--- src/rtl/vga_fetch_pkg.sv ---
// Shared types and default frame geometry for the VGA frame fetch arbiter.
package vga_fetch_pkg;
  typedef enum logic [1:0] {
    S_IDLE  = 2'd0,
    S_FETCH = 2'd1,
    S_DONE  = 2'd2
  } fetch_state_e;

  typedef logic [15:0] pixel_t;

  localparam int FRAME_W          = 320;
  localparam int FRAME_H          = 240;
  localparam int FRAME_WORDS_DFLT = FRAME_W * FRAME_H;
endpackage

--- src/rtl/vga_prefetch_fifo.sv ---
// Show-ahead pixel FIFO with flush; head is valid whenever count is non-zero.
module vga_prefetch_fifo
  import vga_fetch_pkg::*;
#(
  parameter int DEPTH = 8
) (
  input  logic                         clk,
  input  logic                         rst,
  input  logic                         flush,
  input  logic                         push,
  input  pixel_t                       push_data,
  input  logic                         pop,
  output pixel_t                       head,
  output logic [$clog2(DEPTH+1)-1:0]   count
);
  localparam int PW = $clog2(DEPTH);
  localparam int CW = $clog2(DEPTH + 1);

  pixel_t          mem_q [DEPTH];
  logic [PW-1:0]   rd_ptr_q, rd_ptr_d, wr_ptr_q, wr_ptr_d;
  logic [CW-1:0]   count_q, count_d;
  logic            do_pop;

  assign do_pop = pop && (count_q != '0);

  // Upstream credit accounting guarantees push never lands on a full FIFO.
  always_comb begin
    rd_ptr_d = rd_ptr_q;
    wr_ptr_d = wr_ptr_q;
    count_d  = count_q;
    if (flush) begin
      rd_ptr_d = '0;
      wr_ptr_d = '0;
      count_d  = '0;
    end else begin
      if (push)   wr_ptr_d = wr_ptr_q + PW'(1);
      if (do_pop) rd_ptr_d = rd_ptr_q + PW'(1);
      case ({push, do_pop})
        2'b10:   count_d = count_q + CW'(1);
        2'b01:   count_d = count_q - CW'(1);
        default: ;
      endcase
    end
  end

  always_ff @(posedge clk) begin
    if (rst) begin
      rd_ptr_q <= '0;
      wr_ptr_q <= '0;
      count_q  <= '0;
    end else begin
      rd_ptr_q <= rd_ptr_d;
      wr_ptr_q <= wr_ptr_d;
      count_q  <= count_d;
    end
  end

  always_ff @(posedge clk) begin
    if (push && !flush) mem_q[wr_ptr_q] <= push_data;
  end

  assign head  = mem_q[rd_ptr_q];
  assign count = count_q;
endmodule

--- src/rtl/vga_frame_fetch_arbiter.sv ---
// Shares one single-port SRAM between VGA frame prefetch (real time) and a pixel writer.
// Define VGA_FETCH_UNDERFLOW_CNT_EN to add the saturating oUnderflow_count output.
module vga_frame_fetch_arbiter
  import vga_fetch_pkg::*;
#(
  parameter int ADDR_W      = 18,
  parameter int FRAME_WORDS = FRAME_WORDS_DFLT,
  parameter int BASE_ADDR   = 0,
  parameter int FIFO_DEPTH  = 8,
  parameter int LOW_WM      = 3,
  parameter int RD_LAT      = 2
) (
  input  logic              Clock,
  input  logic              Reset,
  input  logic              iFrame_start,
  input  logic              iPixel_pop,
  output logic [15:0]       oPixel_data,
  output logic              oUnderflow,
`ifdef VGA_FETCH_UNDERFLOW_CNT_EN
  output logic [15:0]       oUnderflow_count,
`endif
  input  logic              iWr_req,
  input  logic [ADDR_W-1:0] iWr_addr,
  input  logic [15:0]       iWr_data,
  output logic              oWr_ack,
  output logic [ADDR_W-1:0] oSRAM_addr,
  output logic              oSRAM_we_n,
  output logic [15:0]       oSRAM_wdata,
  input  logic [15:0]       iSRAM_rdata
);
  localparam int CRW = $clog2(FIFO_DEPTH + 1);
  localparam int CNW = $clog2(FRAME_WORDS + 1);

  fetch_state_e      state_q, state_d;
  logic              fetch_en, rd_issue, wr_issue, last_word;
  logic              flush, pop_ok, fifo_empty, push;
  logic [CRW-1:0]    credit_q, credit_d, fifo_count;
  logic [CNW-1:0]    word_cnt_q, word_cnt_d;
  logic              rd_pend_q, rd_pend_d;
  logic [RD_LAT-1:0] tag_q, tag_d;
  logic              underflow_q, underflow_d;
  logic [ADDR_W-1:0] sram_addr_q, sram_addr_d;
  logic              sram_we_n_q, sram_we_n_d;
  pixel_t            sram_wdata_q, sram_wdata_d;
  pixel_t            fifo_head;

  assign flush      = iFrame_start;
  assign fifo_empty = (fifo_count == '0);
  assign pop_ok     = iPixel_pop && !fifo_empty;
  assign push       = tag_q[RD_LAT-1];
  assign last_word  = (word_cnt_q == CNW'(FRAME_WORDS - 1));

  // Reads win below the watermark or when the writer is quiet; credit caps FIFO fill.
  always_comb begin
    rd_issue = !Reset && fetch_en && (credit_q < CRW'(FIFO_DEPTH)) &&
               ((credit_q <= CRW'(LOW_WM)) || !iWr_req);
    wr_issue = !Reset && !rd_issue && iWr_req;
  end

  always_ff @(posedge Clock) begin
    if (Reset) state_q <= S_IDLE;
    else       state_q <= state_d;
  end

  always_comb begin
    state_d = state_q;
    if (iFrame_start)                                   state_d = S_FETCH;
    else if (state_q == S_FETCH && rd_issue && last_word) state_d = S_DONE;
  end

  always_comb begin
    fetch_en = (state_q == S_FETCH);
  end

  always_comb begin
    credit_d     = credit_q;
    word_cnt_d   = word_cnt_q;
    rd_pend_d    = rd_issue && !flush;
    tag_d        = '0;
    underflow_d  = underflow_q | (iPixel_pop & fifo_empty);
    sram_addr_d  = sram_addr_q;
    sram_we_n_d  = 1'b1;
    sram_wdata_d = sram_wdata_q;

    // Tag enters the pipe when the address reaches the pins, so data returns RD_LAT later.
    if (!flush) begin
      tag_d[0] = rd_pend_q;
      for (int i = 1; i < RD_LAT; i++) tag_d[i] = tag_q[i-1];
    end

    if (flush) begin
      credit_d    = '0;
      word_cnt_d  = '0;
      underflow_d = 1'b0;
    end else begin
      case ({rd_issue, pop_ok})
        2'b10:   credit_d = credit_q + CRW'(1);
        2'b01:   credit_d = credit_q - CRW'(1);
        default: ;
      endcase
      if (rd_issue) word_cnt_d = word_cnt_q + CNW'(1);
    end

    if (rd_issue) begin
      sram_addr_d = ADDR_W'(BASE_ADDR) + ADDR_W'(word_cnt_q);
    end else if (wr_issue) begin
      sram_addr_d  = iWr_addr;
      sram_we_n_d  = 1'b0;
      sram_wdata_d = iWr_data;
    end
  end

  always_ff @(posedge Clock) begin
    if (Reset) begin
      credit_q     <= '0;
      word_cnt_q   <= '0;
      rd_pend_q    <= 1'b0;
      tag_q        <= '0;
      underflow_q  <= 1'b0;
      sram_addr_q  <= '0;
      sram_we_n_q  <= 1'b1;
      sram_wdata_q <= '0;
    end else begin
      credit_q     <= credit_d;
      word_cnt_q   <= word_cnt_d;
      rd_pend_q    <= rd_pend_d;
      tag_q        <= tag_d;
      underflow_q  <= underflow_d;
      sram_addr_q  <= sram_addr_d;
      sram_we_n_q  <= sram_we_n_d;
      sram_wdata_q <= sram_wdata_d;
    end
  end

  vga_prefetch_fifo #(.DEPTH(FIFO_DEPTH)) u_fifo (
    .clk       (Clock),
    .rst       (Reset),
    .flush     (flush),
    .push      (push),
    .push_data (iSRAM_rdata),
    .pop       (pop_ok),
    .head      (fifo_head),
    .count     (fifo_count)
  );

`ifdef VGA_FETCH_UNDERFLOW_CNT_EN
  logic [15:0] ucnt_q, ucnt_d;

  always_comb begin
    ucnt_d = ucnt_q;
    if (iPixel_pop && fifo_empty && ucnt_q != 16'hFFFF) ucnt_d = ucnt_q + 16'd1;
  end

  always_ff @(posedge Clock) begin
    if (Reset) ucnt_q <= '0;
    else       ucnt_q <= ucnt_d;
  end

  assign oUnderflow_count = ucnt_q;
`endif

  assign oPixel_data = fifo_empty ? 16'h0000 : fifo_head;
  assign oUnderflow  = underflow_q;
  assign oWr_ack     = wr_issue;
  assign oSRAM_addr  = sram_addr_q;
  assign oSRAM_we_n  = sram_we_n_q;
  assign oSRAM_wdata = sram_wdata_q;
endmodule

--- config.mk ---
export PLATFORM = sky130hd
export DESIGN_NAME = vga_frame_fetch_arbiter
export DESIGN_NICKNAME = d
export VERILOG_FILES = /design/src/rtl/vga_fetch_pkg.sv /design/src/rtl/vga_prefetch_fifo.sv /design/src/rtl/vga_frame_fetch_arbiter.sv
export SDC_FILE = /design/constraint.sdc
export NUM_CORES = 1
export LEC_CHECK = 0
export ABC_AREA = 1
export BUFFER_PORTS_ARGS = -buffer_cell sky130_fd_sc_hd__buf_2
export CAP_MARGIN = 20
export CORE_MARGIN = 2
export CORE_UTILIZATION = 60
export DETAILED_ROUTE_END_ITERATION = 12
export PLACE_DENSITY = 0.86
export REMOVE_ABC_BUFFERS = 1
export SYNTH_ARGS = -nofsm -noshare
export SYNTH_HDL_FRONTEND = slang
export SYNTH_SLANG_ARGS = --single-unit
--- constraint.sdc ---
create_clock -name Clock -period 6.4 [get_ports Clock]
set_input_delay 1.28 -clock Clock [delete_from_list [all_inputs] [get_ports Clock]]
set_output_delay 1.28 -clock Clock [all_outputs]
set_load 0.02 [all_outputs]
==> results of run 1 <==
-- worst register-to-register path, cell delays in order (launching register included) --
cell	delay [ns]
dfxtp_1	0.40
nor2_1	0.10
a21oi_2	0.40
ha_1	0.30
nand2_1	0.07
inv_1	0.08
nor2_1	0.07
ha_1	0.18
a21oi_1	0.15
nor2_1	0.07
o221ai_1	0.16
inv_1	0.05
-- report_power, final --
| part | internal [mW] | switching [mW] | leakage, nW |
|---|---|---|---|
| Combinational | 0.0403 | 0.0825 | 1.59 |
| Sequential | 1.41 | 0.0100 | 1.76 |
| Clock | 0.662 | 0.450 | 0.316 |
-- synthesized netlist by cell type (2+ instances only) --
cell      instances  share of area (%)
nor2_1          156                7.1
edfxtp_1        128                 47
nand2_1         113                5.2
o21ai_0         100                6.1
dfxtp_1          75                 18
inv_1            42                1.9
a21oi_1          36                2.2
nand3_1          33                2.0
clkbuf_1         27                1.2
nor3_1           22                1.3
a31oi_1          19                1.4
o22ai_1          16                1.2
ha_1              8                1.2
xor2_1            8               0.85
a22oi_1           5               0.46
nand4_1           5               0.38
buf_1             4               0.18
inv_2             4               0.18
buf_2             3               0.18
nor4_1            3               0.23
o21ai_1           3               0.18
nor2_2            2               0.15
-- registers in the layout, indices dropped and copies added (netlist names), named ones only --
name and flops:
credit_q 4, oSRAM_addr 18, oSRAM_wdata 16, oSRAM_we_n 1
oUnderflow 1, rd_pend_q 1, state_q 2, tag_q 2
u_fifo.count 4, u_fifo.mem_q 128, u_fifo.rd_ptr_q 3, u_fifo.wr_ptr_q 3
word_cnt_q 17
-- metal layers --
layer	up-vias	global-route usage, %	wire (um)
li1	3065	-	-
met1	2862	29.6	7030
met2	234	39.6	8600
met3	29	4.42	1210
met4	0	8.94	326
met5	-	0	0
-- per-stage QoR --
| stage | hold WS (ns) | power, mW | utilization [%] | std cells |
|---|---|---|---|---|
| after detailed placement | 0.407 | 1.57 | 67.0 | 1083 |
| after global routing | 0.418 | 2.74 | 71.8 | 1119 |
| final | 0.409 | 2.65 | 71.8 | 1119 |
| after global placement | 0.394 | 1.56 | 67.0 | 1083 |
| after CTS | 0.412 | 2.67 | 71.8 | 1119 |
| after floorplan | 0.394 | 1.51 | - | 788 |
-- kinds of logic (layout without fill, tap and decap cells) --
kind of cell	count (synthesis)	in the layout	share of synthesized area, %
AND/OR/NAND/NOR	340	340	17.0
flip-flops	203	203	65.2
AO/OA/AOI/OAI	182	182	11.9
buffers and inverters	82	202	3.84
adder cells (fa/ha/maj)	8	8	1.22
XOR/XNOR	8	8	0.854
-- worst max-delay path by stage --
stage	to	from	depth (start not counted)
after floorplan	oPixel_data[0]	flop	5
after global placement	oWr_ack	Reset	8
after detailed placement	oWr_ack	Reset	8
after CTS	oWr_ack	Reset	8
after global routing	oWr_ack	Reset	8
final	oWr_ack	Reset	8
-- area by class of cell --
type | count | share of cell area (%)
repair buffers | 119 | 6.55
clock buffers | 27 | 5.95
multi-input cells | 538 | 26.6
clock inverters | 9 | 0.734
flip-flops and latches | 203 | 56.0
inverters | 47 | 1.85
well taps | 176 | 2.31
==> impl_metrics.yaml, run 1 <==
run_status:
  status: "complete, no violations"
placement:
  hpwl_mm: 10.2
  place_ws_ns: 1.96
  dpl_cell_area_sq_um: 8910
  port_buffers: 107
  gp_congestion: 0.920
sta:
  fin_crit_sh_pct: 69.6
  fmax_mhz: 225
  setup_tns_ns: 0
  finalHoldViolations: 0
  slew_viol_final: 0
  rsz0062_at_grt: "no"
  finClkSkew_ns: 0.0102
  max_slew_margin_pct: 25.4
  max_slew.worst_pin.slew_ns: 1.12
  min_period_ns: 4.45
  worst_slack_ns: 1.95
  setup_violations: 0
synth:
  postSynthCellCount: 823
  synthFlopType: "edfxtp_1"
  yosysSeqAreaShare_pct: 65.2
  synthesis.area_sq_um: 8200
  async_reset_ff_share_pct: 0
  synth-edff-count: 128
  ys_ff_latch: 203
  ys_types: 33
  yosys_warnings: 0
  syn_avg_cell_area_sq_um: 9.97
final_layout:
  antenna_cells: 0
  final_area_sq_um: 9550
  multi_input_area_sq_um: 2540
  layout-drive-gt1-share_pct: 17.2
  regArea_sq_um: 5350
  final_common_cell: "nor2_1"
  n_fill_cell: 921
  nets: 992
  synthToLayoutAreaGrowth_pct: 16.4
  final_cell_mix: "nor2_1 (156), edfxtp_1 (128), nand2_1 (113)"
detailed_routing:
  ant_nets: 0
  dr.pass1.iters: 5
  drc: 0
  vias_per_cell: 5.53
  dr.first_iter.drc_count: 397
  via_count: 6190
  wirelength_mm: 17.2
  wl_per_cell_um: 15.3
worst_setup_path:
  startpoint_type: "input pin"
  r2r_setup_slack_ns: 4.28
  critPathCaptureType: "output pin"
  cp_slowest_stage_delay_ns: 0.37
  path_delay_family: "buffers and inverters"
  rr_worst_depth: 11
  critical_path.cell_chain: "buf_2 > inv_2 > nand2_1 > nor2_4 > nor2_2 > nand2_4 > inv_2 > buf_2"
  cp_slowest_cell: "nor2_4"
  r2r_start: "u_fifo.count[0]$_SDFFE_PP0P_"
  cp_max_fo: 28
  critPathBufInv: 4
  cp.required_ns: 5.12
  critPathKind: "input pin to output pin"
  rr_endpoint: "u_fifo.count[2]$_SDFFE_PP0P_"
  arrival_ns: 3.17
global_routing:
  gr-total-overflow: 0
  grt_pass1_wl_mm: 27.0
  antenna_found_initial: 0
  track_usage_pct: 23.3
  grt_max_degree: 66
  first_global_vias: 5813
hold_path:
  min_path_cells: 2
  hp-class: "flop to flop"
  whs_endpoint: "tag_q[0]$_SDFF_PP0_"
  min_from: "rd_pend_q$_SDFF_PP0_"
cts:
  cts_made_buffers: 20
  htreeDepth: 1
  post_cts_resized: 0
  clk_latency_ns: 0.48
  post_cts_buffers: 0
  cts_root_buf: "clkbuf_16"
  cts_tree: "built"
  clockBufferDepth: 3
  path_clk_slew_ns: 0.06
  cts_hold_buffers: 0
  clock_sinks: 203
floorplan:
  die_h_um: 121
  core_area_sq_um: 13300
  floorplan.initialDensity_pct: 61.7
  die_width_um: 121
  fp-row-count: 42
  pin_count: 108
  die_area_sq_um: 14600
pwr:
  p_leak_nw: 3.67
  peakVddDrop_v: 0.000211
  power.density_nw_per_um2: 278
run:
  drv_cap: 0
(Power assumes the default switching activity.)
==> run 2: changes to the inputs <==
Settings changed: CORE_UTILIZATION 60 to 52, PLACE_DENSITY 0.86 to 0.8.
Clock period 6.4 ns to 3.94 ns, I/O delays scaled along.
==> run 2 against run 1 <==
Compared with the run above: sequential cell count unchanged; final area increased by 1.8%; worst hold slack improved by 0.0058 ns; register-to-register slack got worse by 2.5 ns; critical path type is now flop to output pin; highest routed layer unchanged.
==> impl_metrics.yaml, run 2 (same netlist as run 1, synthesis figures left out) <==
sta:
  max_slew_margin_pct: 36.5
  setup_tns_ns: 0
  fin_crit_sh_pct: 81.3
  rsz0062_at_grt: "no"
  min_period_ns: 3.20
  finClkSkew_ns: 0.00504
  fmax_mhz: 312
  max_slew.worst_pin.slew_ns: 0.952
  finalHoldViolations: 0
  setup_violations: 0
  slew_viol_final: 0
cts:
  cts_tree: "built"
  cts_made_buffers: 21
  htreeDepth: 1
  post_cts_resized: 0
  post_cts_buffers: 0
  cts_root_buf: "clkbuf_16"
  path_clk_slew_ns: 0.06
  cts_hold_buffers: 0
  clockBufferDepth: 3
  clock_sinks: 203
  clk_latency_ns: 0.48
detailed_routing:
  drc: 0
  wirelength_mm: 17.9
  wl_per_cell_um: 15.4
  via_count: 6219
  dr.first_iter.drc_count: 421
  ant_nets: 0
  vias_per_cell: 5.37
  dr.pass1.iters: 4
worst_setup_path:
  r2r_setup_slack_ns: 1.80
  r2r_start: "u_fifo.count[0]$_SDFFE_PP0P_"
  arrival_ns: 2.41
  cp_slowest_cell: "inv_2"
  cp_max_fo: 61
  rr_worst_depth: 11
  critical_path.cell_chain: "inv_2 > o21ai_0 > o22ai_1 > o21ai_0 > a31oi_1 > buf_2"
  path_delay_family: "buffers and inverters"
  cp_slowest_stage_delay_ns: 0.67
  cp.required_ns: 3.15
  rr_endpoint: "u_fifo.count[2]$_SDFFE_PP0P_"
  critPathBufInv: 2
  cpMostUsedCell: "o21ai_0"
  critPathKind: "flop to output pin"
  critPathCaptureType: "output pin"
  startpoint_type: "flop"
pwr:
  p_leak_nw: 3.72
  power_mw: 4.58
  power.density_nw_per_um2: 471
  peakVddDrop_v: 0.000315
placement:
  gp_congestion: 0.866
  dp.cells: 1123
  hpwl_mm: 10.9
  port_buffers: 107
final_layout:
  regArea_sq_um: 5350
  n_fill_cell: 1273
  multi_input_area_sq_um: 2540
  synthToLayoutAreaGrowth_pct: 18.5
  nets: 998
  antenna_cells: 0
  regMostFlops: "u_fifo.mem_q"
  largest_reg_flops: 128
  final_cell_mix: "nor2_1 (156), edfxtp_1 (128), nand2_1 (113)"
  final_cell_count_no_fill: 1159
  final_common_cell: "nor2_1"
  layout-drive-gt1-share_pct: 17.6
global_routing:
  use_met2_pct: 37.6
  gr-total-overflow: 0
  top_usage_layer: "met2"
  track_usage_pct: 21.0
  first_global_vias: 5872
  gr-usage-met3_pct: 3.43
  use_met1_pct: 27.0
  grt_pass1_wl_mm: 28.3
  grt_max_degree: 65
  antenna_found_initial: 0
run_status:
  status: "complete, no violations"
floorplan:
  core_area_sq_um: 15300
  fp-row-count: 45
  die_h_um: 130
  die_area_sq_um: 16800
  pin_count: 108
  floorplan.initialDensity_pct: 53.6
  die_width_um: 130
hold_path:
  min_from: "rd_pend_q$_SDFF_PP0_"
  min_path_cells: 2
  whs_endpoint: "tag_q[0]$_SDFF_PP0_"
  hp-class: "flop to flop"
run:
  drv_cap: 0
-- run 2: cell count changes in the layout (fill, tap and decap cells not counted), sizes merged --
cell,delta
clkinvlp,+2
bufinv,+4
clkbuf,-5
clkinv,-1
buf,+5
-- run 2: power breakdown --
group / internal (mW) / switching (mW) / leakage (nW)
clock: 1.30 / 0.776 / 0.344
sequential: 2.29 / 0.0167 / 1.76
combinational: 0.0671 / 0.135 / 1.62
total: 3.65 / 0.928 / 3.72
-- run 2: final cells by class --
class	instances	area share (%)
clock buffers	22	5.45
flip-flops and latches	203	55.0
clock inverters	14	2.02
repair buffers	124	6.82
inverters	47	1.82
well taps	211	2.72
multi-input cells	538	26.2
-- run 2: metal layers --
| metal | wire length, um | up-vias |
|---|---|---|
| li1 | - | 3074 |
| met2 | 8840 | 201 |
| met3 | 1140 | 22 |
| met1 | 7660 | 2922 |
| met4 | 227 | 0 |
| met5 | 0 | - |
-- run 2: stage by stage --
| step | utilization (%) | hold slack [ns] | setup slack, ns | cell area, sq um |
|---|---|---|---|---|
| 6_report | 63.5 | 0.415 | 0.738 | 9720 |
| 5_1_grt | 63.5 | 0.444 | 0.558 | 9720 |
| 4_1_cts | 63.5 | 0.414 | 0.753 | 9720 |
| 3_5_place_dp | 58.7 | 0.404 | 0.904 | 8990 |
| 3_3_place_gp | 58.7 | 0.394 | 0.935 | 8990 |
| 2_1_floorplan | - | 0.394 | 0.662 | 8070 |
-- run 2: worst max path at each step --
stage                       to  slack, ns  cells after the start
2_1_floorplan   oPixel_data[0]       0.66                      5
3_3_place_gp           oWr_ack       0.94                      8
3_5_place_dp           oWr_ack       0.90                      8
4_1_cts        oPixel_data[13]       0.75                      6
5_1_grt        oPixel_data[13]       0.56                      6
6_report       oPixel_data[13]       0.74                      6
-- run 2: worst register-to-register path, cell delays in order, from the launching register on --
cell and delay (ns):
dfxtp_1 0.40, nor2_1 0.10, a21oi_2 0.42, ha_1 0.30
nand2_1 0.07, inv_1 0.07, nor2_1 0.06, ha_1 0.18
a21oi_1 0.15, nor2_1 0.07, o221ai_1 0.16, inv_1 0.06
